File: src/rtl/fsm_mc.sv
// rtl/fsm_mc.sv - multicycle RV32I control FSM with memory wait timeout.
// Optional feature macro: CTRL_TRAP_EN (illegal opcodes go through a one-cycle TRAP state).
package fsm_mc_pkg;
    typedef enum logic [3:0] {
        IDLE, FETCH, DECODE, MEM_ADDR, EXEC_R, EXEC_I, MEM_READ,
        MEM_WRITE, MEM_WB, ALU_WB, BRANCH, JUMP, TRAP
    } state_t;
    typedef enum logic       {ADDR_PC, ADDR_RESULT}          mem_addr_sel_t;
    typedef enum logic [1:0] {RS1V, PC, PC_OLD}              alu_src1_sel_t;
    typedef enum logic [1:0] {RS2V, IMM, PC_INC}             alu_src2_sel_t;
    typedef enum logic [1:0] {ALU_CLOCKED, ALU_RESULT, MEM_RD} result_sel_t;
    typedef enum logic [1:0] {ADD_OP, SUB_OP, FUNCT_DEFINED} alu_ops_t;

    localparam logic [6:0] OPC_R      = 7'b0110011;
    localparam logic [6:0] OPC_I      = 7'b0010011;
    localparam logic [6:0] OPC_LUI    = 7'b0110111;
    localparam logic [6:0] OPC_AUIPC  = 7'b0010111;
    localparam logic [6:0] OPC_LOAD   = 7'b0000011;
    localparam logic [6:0] OPC_STORE  = 7'b0100011;
    localparam logic [6:0] OPC_BRANCH = 7'b1100011;
    localparam logic [6:0] OPC_JAL    = 7'b1101111;
    localparam logic [6:0] OPC_JALR   = 7'b1100111;
endpackage

module fsm_mc
    import fsm_mc_pkg::*;
#(
    parameter int TIMEOUT_CYCLES = 255,
    parameter int CNT_W          = 32
) (
    input  logic             clk,
    input  logic             reset,
    input  logic [6:0]       opcode,
    input  logic [2:0]       funct3,
    input  logic             mem_ready,
    output logic             mem_req,
    output logic             pc_update,
    output logic             inst_en,
    output logic             reg_wren,
    output logic             mem_wren,
    output logic             branch,
    output logic [2:0]       branch_funct3,
    output mem_addr_sel_t    mem_addr_sel,
    output alu_src1_sel_t    alu_src1_sel,
    output alu_src2_sel_t    alu_src2_sel,
    output result_sel_t      result_sel,
    output alu_ops_t         alu_op,
    output logic             bus_err,
    output logic             trap,
    output logic [CNT_W-1:0] instret
);
    localparam logic [15:0] TO_LAST = 16'(TIMEOUT_CYCLES - 1);

    state_t          r_state, w_next;
    logic [15:0]     r_wait;
    logic            r_mem_req, r_inst_en, r_reg_wren, r_mem_wren, r_branch, r_bus_err;
    logic [2:0]      r_branch_funct3;
    mem_addr_sel_t   r_mem_addr_sel, w_mem_addr_sel;
    alu_src1_sel_t   r_src1, w_src1;
    alu_src2_sel_t   r_src2, w_src2;
    result_sel_t     r_result_sel, w_result_sel;
    alu_ops_t        r_alu_op, w_alu_op;
    logic [CNT_W-1:0] r_instret;
    logic            w_in_mem, w_timeout, w_retire;

    always_comb begin
        w_in_mem  = (r_state == FETCH) || (r_state == MEM_READ) || (r_state == MEM_WRITE);
        w_timeout = w_in_mem && !mem_ready && (r_wait == TO_LAST);
        w_retire  = (r_state == MEM_WB) || (r_state == ALU_WB) || (r_state == BRANCH)
                    || ((r_state == MEM_WRITE) && mem_ready);
        w_next    = r_state;
        case (r_state)
            IDLE:     w_next = FETCH;
            FETCH:    if (mem_ready) w_next = DECODE;
            DECODE: begin
                case (opcode)
                    OPC_R:                        w_next = EXEC_R;
                    OPC_I, OPC_LUI, OPC_AUIPC:    w_next = EXEC_I;
                    OPC_LOAD, OPC_STORE:          w_next = MEM_ADDR;
                    OPC_BRANCH:                   w_next = BRANCH;
                    OPC_JAL, OPC_JALR:            w_next = JUMP;
`ifdef CTRL_TRAP_EN
                    default:                      w_next = TRAP;
`else
                    default:                      w_next = FETCH;
`endif
                endcase
            end
            MEM_ADDR: w_next = (opcode == OPC_STORE) ? MEM_WRITE : MEM_READ;
            EXEC_R, EXEC_I, JUMP: w_next = ALU_WB;
            MEM_READ: begin
                if (mem_ready)      w_next = MEM_WB;
                else if (w_timeout) w_next = FETCH;
            end
            MEM_WRITE: if (mem_ready || w_timeout) w_next = FETCH;
            default:  w_next = FETCH;
        endcase
    end

    // Selects are decoded from the next state so they are valid the cycle the state becomes current.
    always_comb begin
        w_mem_addr_sel = ADDR_PC;
        w_src1         = RS1V;
        w_src2         = RS2V;
        w_alu_op       = ADD_OP;
        w_result_sel   = ALU_CLOCKED;
        case (w_next)
            FETCH:    begin w_src1 = PC; w_src2 = PC_INC; w_result_sel = ALU_RESULT; end
            DECODE:   begin w_src1 = (opcode == OPC_JALR) ? RS1V : PC_OLD; w_src2 = IMM; end
            MEM_ADDR: w_src2 = IMM;
            EXEC_R:   w_alu_op = FUNCT_DEFINED;
            EXEC_I:   begin w_src2 = IMM; w_alu_op = FUNCT_DEFINED; end
            MEM_READ, MEM_WRITE: w_mem_addr_sel = ADDR_RESULT;
            MEM_WB:   w_result_sel = MEM_RD;
            BRANCH:   w_alu_op = SUB_OP;
            JUMP:     begin w_src1 = PC_OLD; w_src2 = PC_INC; end
            default:  w_src1 = RS1V;
        endcase
    end

    always_ff @(posedge clk or negedge reset) begin
        if (!reset) begin
            r_state         <= IDLE;
            r_wait          <= '0;
            r_mem_req       <= 1'b0;
            r_inst_en       <= 1'b0;
            r_reg_wren      <= 1'b0;
            r_mem_wren      <= 1'b0;
            r_branch        <= 1'b0;
            r_bus_err       <= 1'b0;
            r_branch_funct3 <= '0;
            r_mem_addr_sel  <= ADDR_PC;
            r_src1          <= RS1V;
            r_src2          <= RS2V;
            r_result_sel    <= ALU_CLOCKED;
            r_alu_op        <= ADD_OP;
            r_instret       <= '0;
        end else begin
            r_state        <= w_next;
            r_wait         <= (w_in_mem && !mem_ready && !w_timeout) ? r_wait + 16'd1 : '0;
            r_mem_req      <= (w_next == FETCH) || (w_next == MEM_READ) || (w_next == MEM_WRITE);
            r_inst_en      <= (w_next == FETCH);
            r_reg_wren     <= (w_next == MEM_WB) || (w_next == ALU_WB);
            r_mem_wren     <= (w_next == MEM_WRITE);
            r_branch       <= (w_next == BRANCH);
            r_bus_err      <= w_timeout;
            r_mem_addr_sel <= w_mem_addr_sel;
            r_src1         <= w_src1;
            r_src2         <= w_src2;
            r_result_sel   <= w_result_sel;
            r_alu_op       <= w_alu_op;
            if (r_state == DECODE) r_branch_funct3 <= funct3;
            if (w_retire)          r_instret <= r_instret + CNT_W'(1);
        end
    end

`ifdef CTRL_TRAP_EN
    logic r_trap;
    always_ff @(posedge clk or negedge reset) begin
        if (!reset) r_trap <= 1'b0;
        else        r_trap <= (w_next == TRAP);
    end
    assign trap = r_trap;
`else
    assign trap = 1'b0;
`endif

    // PC strobe follows mem_ready combinationally so a stalled fetch updates the PC exactly once.
    assign pc_update     = ((r_state == FETCH) && mem_ready) || (r_state == JUMP);
    assign mem_req       = r_mem_req;
    assign inst_en       = r_inst_en;
    assign reg_wren      = r_reg_wren;
    assign mem_wren      = r_mem_wren;
    assign branch        = r_branch;
    assign branch_funct3 = r_branch_funct3;
    assign mem_addr_sel  = r_mem_addr_sel;
    assign alu_src1_sel  = r_src1;
    assign alu_src2_sel  = r_src2;
    assign result_sel    = r_result_sel;
    assign alu_op        = r_alu_op;
    assign bus_err       = r_bus_err;
    assign instret       = r_instret;
endmodule
File: config.mk
export PLATFORM = sky130hd
export DESIGN_NAME = fsm_mc
export DESIGN_NICKNAME = d
export VERILOG_FILES = /design/src/rtl/fsm_mc.sv
export SDC_FILE = /design/constraint.sdc
export NUM_CORES = 1
export LEC_CHECK = 0
export ABC_CLOCK_PERIOD_IN_PS = 2000
export BUFFER_PORTS_ARGS = -buffer_cell sky130_fd_sc_hd__buf_2
export CAP_MARGIN = 20
export CORE_UTILIZATION = 50
export CTS_CLUSTER_SIZE = 16
export DETAILED_ROUTE_END_ITERATION = 6
export PLACE_DENSITY = 0.74
export SYNTH_ARGS = -nofsm -noshare
export SYNTH_HDL_FRONTEND = slang
export SYNTH_SLANG_ARGS = --single-unit
export TNS_END_PERCENT = 10
File: constraint.sdc
create_clock -name clk -period 2 [get_ports clk]
set_input_delay 0.2 -clock clk [delete_from_list [all_inputs] [get_ports clk]]
set_output_delay 0.2 -clock clk [all_outputs]
set_load 0.05 [all_outputs]
==> results.sh <==
export IMPL_outcome="finished, final reports clean"
export IMPL_avgViaCountPerCell=5.38
export IMPL_synthFlopType="dfrtp_1"
export IMPL_met2_wirelength_mm=3.17
export IMPL_cts_tree="built"
export IMPL_drv_slew=0
export IMPL_drive_gt1_share_pct=27.9
export IMPL_worstSetupPathType="register to register"
export IMPL_cp_arrival_ps=2140
export IMPL_grt_pass1_wl_mm=11.0
export IMPL_dieArea_um2=6800
export IMPL_rsz0062_at_grt="yes"
export IMPL_yosysMostFrequentCell="dfrtp_1"
export IMPL_rows=28
export IMPL_ioPinCount=65
export IMPL_dp_cells=442
export IMPL_grt_pass1_vias=2441
export IMPL_ff2ff_setup_slack_ps=90
export IMPL_finalSetupViolations=0
export IMPL_skew_ps=14.9
export IMPL_start_kind="register"
export IMPL_wl_met3_um=310
export IMPL_synth_async_reset_ratio_pct=100
export IMPL_synth_top_cell_area_share_pct=52.6
export IMPL_wire_per_inst_um=14.5
export IMPL_path_max_fanout=5
export IMPL_synth_area_um2=3240
export IMPL_synth_warnings=0
export IMPL_synth_seq_cells=68
export IMPL_antenna_found_initial=0
export IMPL_antenna_left=0
export IMPL_worstHoldPathType="input port to register"
export IMPL_cts_made_buffers=9
export IMPL_htreeDepth=3
export IMPL_slew_limit_headroom_pct=64.2
export IMPL_crit_required_ps=2230
export IMPL_grtUsageTotal_pct=21.9
export IMPL_routabilityCongestion=0.850
export IMPL_drt_initial_drc_count=130
export IMPL_io_buffers=63
export IMPL_setup_tns_ps=0
export IMPL_area_delta_synth_final_pct=22.4
export IMPL_coreArea_um2=6100
export IMPL_pre_cts_ws_ps=60.4
export IMPL_met1_length_mm=3.08
export IMPL_cts_clk_slew_worst_paths_ps=80
export IMPL_post_dp_hpwl_mm=4.67
export IMPL_drc=0
export IMPL_ir_worst_vdd_mv=1.01
export IMPL_stdcell_count=459
export IMPL_cts_setup_buffers=0
export IMPL_max_freq_mhz=523
export IMPL_die_y_um=82.5
export IMPL_clock_sinks=68
export IMPL_worst_hold_slack_ps=90.9
export IMPL_fin_crit_sh_pct=95.7
export IMPL_drv_cap=0
export IMPL_grt_max_degree=69
export IMPL_worst_pin_slew_ps=536
export IMPL_synth_area_top_cells="dfrtp_1 53%, xnor2_1 6.8%, xor2_1 5.4%, nor2_1 4.2%, nand3_1 3.1%"
export IMPL_leakagePower_nw=1.96
export IMPL_diodes=0
export IMPL_synth_common_cells="68 x dfrtp_1, 36 x nor2_1, 26 x nand2_1"
export IMPL_start_util_pct=53.1
export IMPL_top_layer="met4"
export IMPL_root_buffer="clkbuf_8"
export IMPL_synth_edff_count=0
export IMPL_syn_avg_cell_area_um2=10.7
export IMPL_fillers=497
export IMPL_grt_overflow_total=0
export IMPL_yosysSeqAreaShare_pct=52.6
export IMPL_die_x_um=82.5
export IMPL_syn_num_nets=320
export IMPL_end_kind="register"
export IMPL_fin_nets=395
export IMPL_fin_ws_ps=86.9
export IMPL_clock_latency_ps=350
export IMPL_dr_total_vias=2468
export IMPL_p_per_area_nw_per_um2=1240
export IMPL_synthCells=304
export IMPL_drtPass1Iterations=4
export IMPL_yosysUniqueCellTypes=51
export IMPL_routed_wl_mm=6.68
export IMPL_finalPower_mw=4.90
export IMPL_hold_viol=0
export IMPL_yosysTopAreaCell="dfrtp_1"
export IMPL_period_needed_ps=1910
export IMPL_clk_path_buf_depth=2
area by class of cell:
| type | instances | area, um^2 | area share (%) |
|---|---|---|---|
| sequential | 68 | 1700 | 42.9 |
| multi-input combinational | 216 | 1440 | 36.4 |
| timing repair buffer | 75 | 420 | 10.6 |
| clock buffer | 10 | 138 | 3.47 |
| clock inverter | 6 | 134 | 3.38 |
| tap | 75 | 93.8 | 2.37 |
| inverter | 9 | 33.8 | 0.852 |
where the power goes:
group / switching (mW) / internal [mW] / leakage, nW / total (mW)
registers: 0.130 / 1.57 / 0.916 / 1.70
logic: 1.19 / 0.477 / 0.903 / 1.66
clock network: 0.544 / 0.991 / 0.137 / 1.54
flip-flops by register name (all words and copies together), names as in the netlist, 2 cells and up:
name / cells
alu_op: 2
alu_src2_sel: 2
branch_funct3: 3
instret: 32
r_state: 4
r_wait: 16
worst max-delay path, cell delays in order, from the launching register on:
cell	delay, ps
dfrtp_1	410
nor4_1	320
nand4_1	300
a21oi_2	270
inv_1	110
or3_1	380
routing by layer:
layer	GRT usage [%]	vias up
met5	0	-
met2	34.3	75
li1	-	1183
met1	28.2	1198
met3	5.27	12
met4	10.9	0
logic make-up (layout without fill, tap and decap cells):
kind of cell               Yosys count  after routing  synth area share (%)
and+or+nand+nor                    143            143                  23.8
DFF                                 68             68                  52.6
xor gates and xnor gates            46             46                  12.7
buffers and inverters               20            100                  3.13
AOI/OAI and AO/OA                   17             17                  4.21
muxes                                6              6                  2.40
adders and majority gates            3              3                  1.16
other                                1              1                 0.116
path summary, 6_finish.rpt:
| check | start | end | cells past startpoint |
|---|---|---|---|
| min in group asynchronous | reset | instret[27] | 3 |
| max reg2reg | r_wait[8] | r_state[1] | 5 |
| max | r_wait[8] | r_state[1] | 5 |
| max in group asynchronous | reset | r_wait[13] | 3 |
| min | funct3[1] | branch_funct3[1] | 2 |
| min reg2reg | instret[31] | instret[31] | 1 |
cell usage in the layout, fill, tap and decap left out, drive strengths merged, types with 3 or more instances in the layout:
cell type	instances
a211oi	3
a21oi	5
and2	4
and3	8
and4	5
buf	74
bufinv	4
clkbuf	10
dfrtp	68
ha	3
inv	10
mux2	4
nand2	27
nand2b	4
nand3	20
nand4	9
nor2	36
nor3	8
nor3b	4
nor4	4
xnor2	25
xor2	21
through the flow:
stage,cell area [um^2],util [%]
6_report,3970,65.0
5_1_grt,3970,65.0
4_1_cts,3960,65.0
3_5_place_dp,3680,60.4
3_3_place_gp,3680,60.4
2_1_floorplan,3240,-
timing repair:
| item | CTS | global route |
|---|---|---|
| resized for setup | 0 | 1 |
| endpoints found under the setup margin | 0 | 3 |
| hold buffers | 1 | 0 |
| endpoints found under the hold margin | 68 | 0 |
(Power assumes the default switching activity.)
